--- src/rtl/alu_operand_stage.sv ---
// Operand-fetch stage ahead of the ALU: register file, operand assembly with IMM-prefix
// extension, single-destination scoreboard with RAW/WAW stall and writeback bypass.
module alu_operand_stage #(
   parameter int unsigned BITS  = 16,
   parameter int unsigned NREGS = 16
) (
   input  logic            CLK,
   input  logic            RST,
   input  logic            in_valid,
   output logic            in_ready,
   input  logic            in_imm_prefix,
   input  logic [11:0]     in_imm12,
   input  logic [4:0]      in_alu_op,
   input  logic [3:0]      in_rd,
   input  logic [3:0]      in_rs,
   input  logic            in_use_imm,
   input  logic [3:0]      in_imm4,
   input  logic            in_wr,
   input  logic            wb_en,
   input  logic [3:0]      wb_reg,
   input  logic [BITS-1:0] wb_data,
   output logic [BITS-1:0] A,
   output logic [BITS-1:0] B,
   output logic [4:0]      aluOp,
   output logic            execute,
   output logic [3:0]      out_rd,
   output logic            out_wr
);

   localparam int unsigned REG_W    = 4;
   localparam int unsigned OP_W     = 5;
   localparam int unsigned IMM_HI_W = 12;

   // architectural state
   logic [BITS-1:0]     regs_q [NREGS];
   logic                pend_valid_q, pend_valid_d;
   logic [REG_W-1:0]    pend_reg_q, pend_reg_d;
   logic                imm_hi_valid_q, imm_hi_valid_d;
   logic [IMM_HI_W-1:0] imm_hi_q, imm_hi_d;

   // issue registers
   logic [BITS-1:0]     a_q, a_d;
   logic [BITS-1:0]     b_q, b_d;
   logic [OP_W-1:0]     op_q, op_d;
   logic                exec_q, exec_d;
   logic [REG_W-1:0]    rd_q, rd_d;
   logic                wr_q, wr_d;

   // combinational helpers
   logic [BITS-1:0]     rd_a_c, rd_b_c, imm_c;
   logic                wb_hits_pend_c, raw_c, waw_c, stall_c;
   logic                accept_c, issue_c, wb_we_c;

   // Register read ports with same-cycle writeback bypass; r0 is hardwired to zero.
   always_comb begin
      rd_a_c = '0;
      rd_b_c = '0;
      if (in_rd != '0) begin
         rd_a_c = (wb_en && wb_reg == in_rd) ? wb_data : regs_q[in_rd];
      end
      if (in_rs != '0) begin
         rd_b_c = (wb_en && wb_reg == in_rs) ? wb_data : regs_q[in_rs];
      end
   end

   // Immediate: prefix-extended when a prefix is held, else zero-extended nibble.
   always_comb begin
      imm_c = BITS'(in_imm4);
      if (imm_hi_valid_q) begin
         imm_c = BITS'({imm_hi_q, in_imm4});
      end
   end

   // Scoreboard hazard check; a pending register is never r0, so r0 never stalls.
   always_comb begin
      wb_hits_pend_c = pend_valid_q && wb_en && (wb_reg == pend_reg_q);
      raw_c          = (pend_reg_q == in_rd) || (!in_use_imm && (pend_reg_q == in_rs));
      waw_c          = in_wr && (in_rd != '0);
      stall_c        = !in_imm_prefix && pend_valid_q && !wb_hits_pend_c && (raw_c || waw_c);
   end

   assign in_ready = !stall_c;
   assign accept_c = in_valid && in_ready;
   assign issue_c  = accept_c && !in_imm_prefix;
   assign wb_we_c  = wb_en && (wb_reg != '0);

   // Next-state for prefix holder, scoreboard and issue registers.
   always_comb begin
      pend_valid_d   = pend_valid_q;
      pend_reg_d     = pend_reg_q;
      imm_hi_valid_d = imm_hi_valid_q;
      imm_hi_d       = imm_hi_q;
      a_d            = a_q;
      b_d            = b_q;
      op_d           = op_q;
      rd_d           = rd_q;
      wr_d           = wr_q;
      exec_d         = 1'b0;

      if (accept_c && in_imm_prefix) begin
         imm_hi_d       = in_imm12;
         imm_hi_valid_d = 1'b1;
      end

      if (issue_c) begin
         exec_d         = 1'b1;
         a_d            = rd_a_c;
         b_d            = in_use_imm ? imm_c : rd_b_c;
         op_d           = in_alu_op;
         rd_d           = in_rd;
         wr_d           = in_wr;
         imm_hi_valid_d = 1'b0;
      end

      // A new destination set wins over a clear landing on the same edge.
      if (wb_hits_pend_c) begin
         pend_valid_d = 1'b0;
      end
      if (issue_c && in_wr && (in_rd != '0)) begin
         pend_valid_d = 1'b1;
         pend_reg_d   = in_rd;
      end
   end

   always_ff @(posedge CLK) begin
      if (RST) begin
         pend_valid_q   <= 1'b0;
         pend_reg_q     <= '0;
         imm_hi_valid_q <= 1'b0;
         imm_hi_q       <= '0;
         a_q            <= '0;
         b_q            <= '0;
         op_q           <= '0;
         exec_q         <= 1'b0;
         rd_q           <= '0;
         wr_q           <= 1'b0;
      end else begin
         pend_valid_q   <= pend_valid_d;
         pend_reg_q     <= pend_reg_d;
         imm_hi_valid_q <= imm_hi_valid_d;
         imm_hi_q       <= imm_hi_d;
         a_q            <= a_d;
         b_q            <= b_d;
         op_q           <= op_d;
         exec_q         <= exec_d;
         rd_q           <= rd_d;
         wr_q           <= wr_d;
      end
   end

   // Register file storage.
   always_ff @(posedge CLK) begin
      if (RST) begin
         for (int i = 0; i < int'(NREGS); i++) begin
            regs_q[i] <= '0;
         end
      end else if (wb_we_c) begin
         regs_q[wb_reg] <= wb_data;
      end
   end

   assign A       = a_q;
   assign B       = b_q;
   assign aluOp   = op_q;
   assign execute = exec_q;
   assign out_rd  = rd_q;
   assign out_wr  = wr_q;

endmodule

--- config.mk ---
export PLATFORM = sky130hd
export DESIGN_NAME = alu_operand_stage
export DESIGN_NICKNAME = d
export VERILOG_FILES = /design/src/rtl/alu_operand_stage.sv
export SDC_FILE = /design/constraint.sdc
export NUM_CORES = 1
export LEC_CHECK = 0
export ABC_AREA = 1
export CAP_MARGIN = 20
export CORE_MARGIN = 1.5
export CORE_UTILIZATION = 50
export CTS_CLUSTER_SIZE = 30
export DETAILED_ROUTE_END_ITERATION = 6
export PLACE_DENSITY = 0.71
export SLEW_MARGIN = 20
export SYNTH_ARGS = -nofsm -noshare
export SYNTH_HDL_FRONTEND = slang
export SYNTH_SLANG_ARGS = --single-unit
--- constraint.sdc ---
create_clock -name CLK -period 2.3 [get_ports CLK]
set_clock_uncertainty 0.15 [all_clocks]
set_input_delay 0.23 -clock CLK [delete_from_list [all_inputs] [get_ports CLK]]
set_output_delay 0.23 -clock CLK [all_outputs]
set_load 0.01 [all_outputs]
After elaboration in Yosys (flattened, before gate mapping)
Memories as Yosys holds them, arrays and structs flattened.
Cells that the tools add are included.
{ "op_classes": {"n_eq_ne": 5, "muxes": 17, "reduce_logical": 27} }
{ "op_table": {"columns": ["op", "n"], "rows": [
  ["$mux W16", 7],
  ["$eq A4 B4 Y1", 5],
  ["$reduce_or A16 Y1", 1],
  ["$logic_and A1 B1 Y1", 15],
  ["$reduce_bool A4 Y1", 3],
  ["$mux W1", 9],
  ["$logic_not A1 Y1", 4],
  ["$mux W4", 1],
  ["$logic_or A1 B1 Y1", 2],
  ["$reduce_bool A2 Y1", 1],
  ["$reduce_or A2 Y1", 1]
]} }
{ "word_totals": {"ff_bits": 61, "ramBits": 256, "out_inout_bits": 44, "n_memories": 1} }
{ "memory_table": {"columns": ["memory", "depth", "width", "read_ports", "rd_ports_with_merged_regs", "write_ports", "line_no", "source"], "rows": [
  ["regs_q", 16, 16, 2, 0, 16, "35", "logic [BITS-1:0] regs_q [NREGS];"]
]} }

Logic depth before layout (Yosys ltp)
Gate-level depths: netlist (run 1).
{ "depth": {"ltp_word": 11, "depth_mapped": 14, "mapped_depth_nobuf": 12} }

Worst setup path after synthesis (run 1)
OpenSTA, ideal clock, no wires.
{ "synth_timing": {"path_kind": "input -> register", "startpoint": "in wb_reg[1]", "endpoint": "mem regs_q[4][0], enable pin", "arrival_ps": 1693, "required_ps": 1778, "path_slack_ps": 85, "cell_stages": 10, "n_path_buf": 2, "cell_sequence": "clkbuf_2 -> nor2_1 -> nand2_1 -> nand2_1 -> nor2_1 -> inv_2 -> nor3_4 -> nand2_2 -> buf_6 -> nand2_1"} }
{ "synth_lines": {"columns": ["item", "line_no", "source"], "rows": [
  ["start: declaration", "20", "input logic [3:0] wb_reg,"],
  ["end: declaration", "35", null]
]} }

Worst setup path after layout (run 1)
{ "layout_timing": {"startpoint": "in in_rs[3]", "endpoint": "out in_ready"} }
{ "layout_via": {"elab_chain_cells": 6} }
{ "layout_lines": {"columns": ["item", "line_no", "source"], "rows": [
  ["start: declaration", "15", "input logic [3:0] in_rs,"],
  ["$eq A4 B4 Y1", "77", "raw_c = (pend_reg_q == in_rd) || (!in_use_imm && (pend_reg_q == in_rs));"],
  ["$logic_and A1 B1 Y1", "77", null],
  ["$logic_or A1 B1 Y1", "77", null],
  ["$logic_or A1 B1 Y1", "79", "stall_c = !in_imm_prefix && pend_valid_q && !wb_hits_pend_c && (raw_c || waw_c);"],
  ["$logic_and A1 B1 Y1", "79", null],
  ["$logic_not A1 Y1", "82", "assign in_ready = !stall_c;"],
  ["end: declaration", "10", "output logic in_ready,"]
]} }
Every way passes these cells.

==> results of run 1 <==
## sequential cells by signal, indices dropped and copies added, names as in the netlist
| name | cells |
|---|---|
| B | 16 |
| regs_q | 256 |
| out_wr | 1 |
| out_rd | 4 |
| aluOp | 5 |
| imm_hi_valid_q | 1 |
| execute | 1 |
| A | 16 |
| pend_valid_q | 1 |
| pend_reg_q | 4 |
| imm_hi_q | 12 |
## cell usage in the layout (no fill, tap or decap), types with 5 or more instances in the layout
master | Yosys | final
edfxtp_1 | 256 | 256
nand2_2 | 13 | 13
o211ai_1 | 112 | 112
nand4_1 | 13 | 13
nor2_2 | 2 | 5
conb_1 | 1 | 16
buf_12 | 0 | 35
bufinv_16 | 0 | 5
a21oi_1 | 111 | 111
clkinv_1 | 2 | 6
nand3_1 | 152 | 152
clkbuf_1 | 66 | 12
clkbuf_16 | 0 | 37
nand2_1 | 575 | 575
o21ai_0 | 115 | 115
nor2_1 | 425 | 422
clkdlybuf4s50_1 | 0 | 94
dfxtp_1 | 61 | 58
inv_1 | 131 | 131
buf_4 | 14 | 113
inv_2 | 6 | 6
## timing repair
action,in CTS,in global routing
endpoints found under the hold margin,1,0
resized for setup,5,1
hold buffers,1,0
setup endpoints to repair,1,1
## through the flow
step / area, sq um / TNS (ps) / worst slack, ps / cells
final: 20600 / 0 / 82.3 / 2763
after global routing: 20600 / 0 / 24.6 / 2763
after CTS: 20600 / 0 / 87.4 / 2762
after detailed placement: 19400 / -16940 / -125 / 2698
after global placement: 19400 / -4040 / -86.7 / 2698
after floorplan: 17100 / 0 / 85.4 / 2165
## tightest hold or removal path: cells and delay by family
kind | cells | cell delay, ps
AND/OR/NAND/NOR | 2 | 180
buffers and inverters | 2 | 320
## kinds of logic (layout without fill, tap and decap cells)
| family | after synthesis | after routing |
|---|---|---|
| and+or+nand+nor | 1188 | 1188 |
| AOI/OAI and AO/OA | 343 | 343 |
| DFF | 317 | 317 |
| buffers and inverters | 299 | 448 |
| xor gates and xnor gates | 2 | 2 |
| other | 1 | 17 |
## layout make-up
| cell class | count | area, sq um | share of cell area [%] |
|---|---|---|---|
| Sequential cell | 317 | 8910 | 43.3 |
| Multi-Input combinational cell | 1549 | 6900 | 33.5 |
| Timing Repair Buffer | 246 | 2530 | 12.3 |
| Clock buffer | 50 | 985 | 4.78 |
| Tap cell | 448 | 561 | 2.72 |
| Inverter | 139 | 522 | 2.53 |
| Clock inverter | 13 | 188 | 0.911 |
| Antenna cell | 1 | 2.50 | 0.0121 |
## per-layer routing
layer,wire (microns),vias up
li1,-,7361
met1,22500,7386
met2,26600,884
met3,5410,177
met4,2640,0
met5,0,-
## worst min path at each step
stage                                  to  slack (ps)  depth (start not counted)
3_3_place_gp        aluOp[3]$_SDFFE_PP0P_         280                          2
6_report       pend_reg_q[1]$_SDFFE_PP0P_          90                          4
2_1_floorplan       aluOp[0]$_SDFFE_PP0P_         190                          2
3_5_place_dp          out_wr$_SDFFE_PP0P_         280                          2
5_1_grt        pend_reg_q[1]$_SDFFE_PP0P_         120                          4
4_1_cts        pend_reg_q[1]$_SDFFE_PP0P_          90                          4
## power by group
part           total, mW  internal (mW)  switching, mW  leakage, nW
clock               5.82           3.54           2.28        0.566
sequential          6.67           6.52          0.154         2.94
combinational       2.17          0.777           1.39         5.29
==> impl_metrics.env, run 1 <==
export IMPL_outcome="finished, final reports clean"
export IMPL_worstSetupStartpoint="in_rs[3]"
export IMPL_synth_top_area_share_pct=45.1
export IMPL_finalCoreUtilization_pct=61.4
export IMPL_tightest_slew_ps=577
export IMPL_crit_slowest_cell="clkdlybuf4s50_1"
export IMPL_hold_path_startpoint="in_rd[1]"
export IMPL_drc_errors=0
export IMPL_cp_max_fo=4
export IMPL_root_buffer="clkbuf_16"
export IMPL_synthCells=2150
export IMPL_dieHeight_microns=188
export IMPL_wl_per_cell_microns=20.7
export IMPL_drv_cap=0
export IMPL_ir_drop_v=0.000625
export IMPL_grt_max_degree=91
export IMPL_hpwl_microns=40000
export IMPL_r2r_start="pend_reg_q[1]$_SDFFE_PP0P_"
export IMPL_die_width_microns=188
export IMPL_clkSinkCount=317
export IMPL_postCtsSetupBuffers=0
export IMPL_rsz0062_at_grt="no"
export IMPL_coreArea_sq_um=33500
export IMPL_synth_common_cells="575 x nand2_1, 425 x nor2_1, 256 x edfxtp_1, 152 x nand3_1, 131 x inv_1"
export IMPL_crit_arrival_ps=1840
export IMPL_h_tree_depth=2
export IMPL_synth_edf_count=256
export IMPL_clkTransAtPathRegs_ps=60
export IMPL_rrSetupSlack_ps=410
export IMPL_areaGrowthSynthToFinish_pct=20.8
export IMPL_pin_count=100
export IMPL_yosys_area_share_adder_pct=0
export IMPL_async_reset_ff_share_pct=0
export IMPL_hp_class="input port to flip-flop"
export IMPL_yosysWarnings=0
export IMPL_synth_most_common_cell="nand2_1"
export IMPL_ctsLongestPathBuffers=3
export IMPL_die_area_sq_um=35200
export IMPL_ys_seq_elements=317
export IMPL_fillers=2934
export IMPL_met3_usage_pct=4.36
export IMPL_syn_avg_cell_area_sq_um=7.93
export IMPL_p_per_area_nw_per_um2=712
export IMPL_io_buffers=99
export IMPL_synth_xor_area_share_pct=0.103
export IMPL_via_per_inst=5.72
export IMPL_slew_violations=0
export IMPL_slew_headroom_pct=61.5
export IMPL_setup_viol=0
export IMPL_synth_top_family_by_area="simple AND/OR/NAND/NOR gates"
export IMPL_antenna_found_initial=1
export IMPL_post_route_cells_drive_above_1_share_pct=10.1
export IMPL_grt_pass1_wl_microns=86200
export IMPL_yosysSeqAreaShare_pct=52.3
export IMPL_hold_ws_ps=94.4
export IMPL_gr_max_usage_layer="met2"
export IMPL_synth_main_ff_cell="edfxtp_1"
export IMPL_synth_compound_area_share_pct=11.8
export IMPL_cp_required_ps=1920
export IMPL_cp_top_family="buffers and inverters"
export IMPL_crit_type="input port to primary output"
export IMPL_critPathBufInv=3
export IMPL_ys_types=32
export IMPL_crit_path_end="in_ready"
export IMPL_max_freq_mhz=451
export IMPL_hold_viol=0
export IMPL_use_met2_pct=52.6
export IMPL_grt_usage_pct=32.1
export IMPL_antenna_left=0
export IMPL_num_vias=15808
export IMPL_rows=67
export IMPL_drtIter0Drc=1899
export IMPL_gp_congestion=0.971
export IMPL_cts_made_buffers=35
export IMPL_period_share_pct=96.4
export IMPL_crit_path_start_kind="input port"
export IMPL_path_cells="clkdlybuf4s50_1 -> inv_1 -> nand2_1 -> nand2_1 -> nor2_1 -> nand3_1 -> nand3_1 -> nand2_4 -> dlygate4sd2_1"
export IMPL_tritoncts="yes"
export IMPL_grt_pass1_vias=14827
export IMPL_synthMuxAreaShare_pct=0
export IMPL_p_leak_nw=8.80
export IMPL_drt_wl_total_microns=57100
export IMPL_insertion_delay_ps=520
export IMPL_final_min_clock_period_ps=2220
export IMPL_power_total_mw=14.7
export IMPL_cp_depth=9
export IMPL_synth_top_area_cell="edfxtp_1"
export IMPL_synth_area_leaders="edfxtp_1 45%, nand2_1 13%, nor2_1 9.4%"
export IMPL_crit_path_end_kind="primary output"
export IMPL_start_util_pct=50.8
export IMPL_cpPeakStageDelay_ps=680
export IMPL_synthSimpleGateAreaFrac_pct=28.2
export IMPL_overflow=0
export IMPL_firstDrtPassIters=6
export IMPL_final_net_count=2344
export IMPL_rr_endpoint="imm_hi_q[6]$_SDFFE_PP0P_"
export IMPL_syn_area_sq_um=17000
export IMPL_grt_use_met1_pct=42.9
export IMPL_reg2reg_depth=12
(Power assumes the default switching activity.)
==> run 2, diff against run 1 <==
--- a/config.mk
+++ b/config.mk
@@ -12,7 +12,7 @@
 export CTS_CLUSTER_SIZE = 30
 export DETAILED_ROUTE_END_ITERATION = 6
 export PLACE_DENSITY = 0.71
-export SLEW_MARGIN = 20
+export SLEW_MARGIN = 5
 export SYNTH_ARGS = -nofsm -noshare
 export SYNTH_HDL_FRONTEND = slang
 export SYNTH_SLANG_ARGS = --single-unit
==> results of run 2 <==
Same layout as run 1: the final DEF is identical, and so are final timing and power.
==> run 3, diff against run 2 <==
--- a/config.mk
+++ b/config.mk
@@ -11,6 +11,7 @@
 export CORE_UTILIZATION = 50
 export CTS_CLUSTER_SIZE = 30
 export DETAILED_ROUTE_END_ITERATION = 6
+export HOLD_SLACK_MARGIN = 0.05
 export PLACE_DENSITY = 0.71
 export SLEW_MARGIN = 5
 export SYNTH_ARGS = -nofsm -noshare
==> results of run 3 <==
Same layout as run 1: the final DEF is identical, and so are final timing and power.
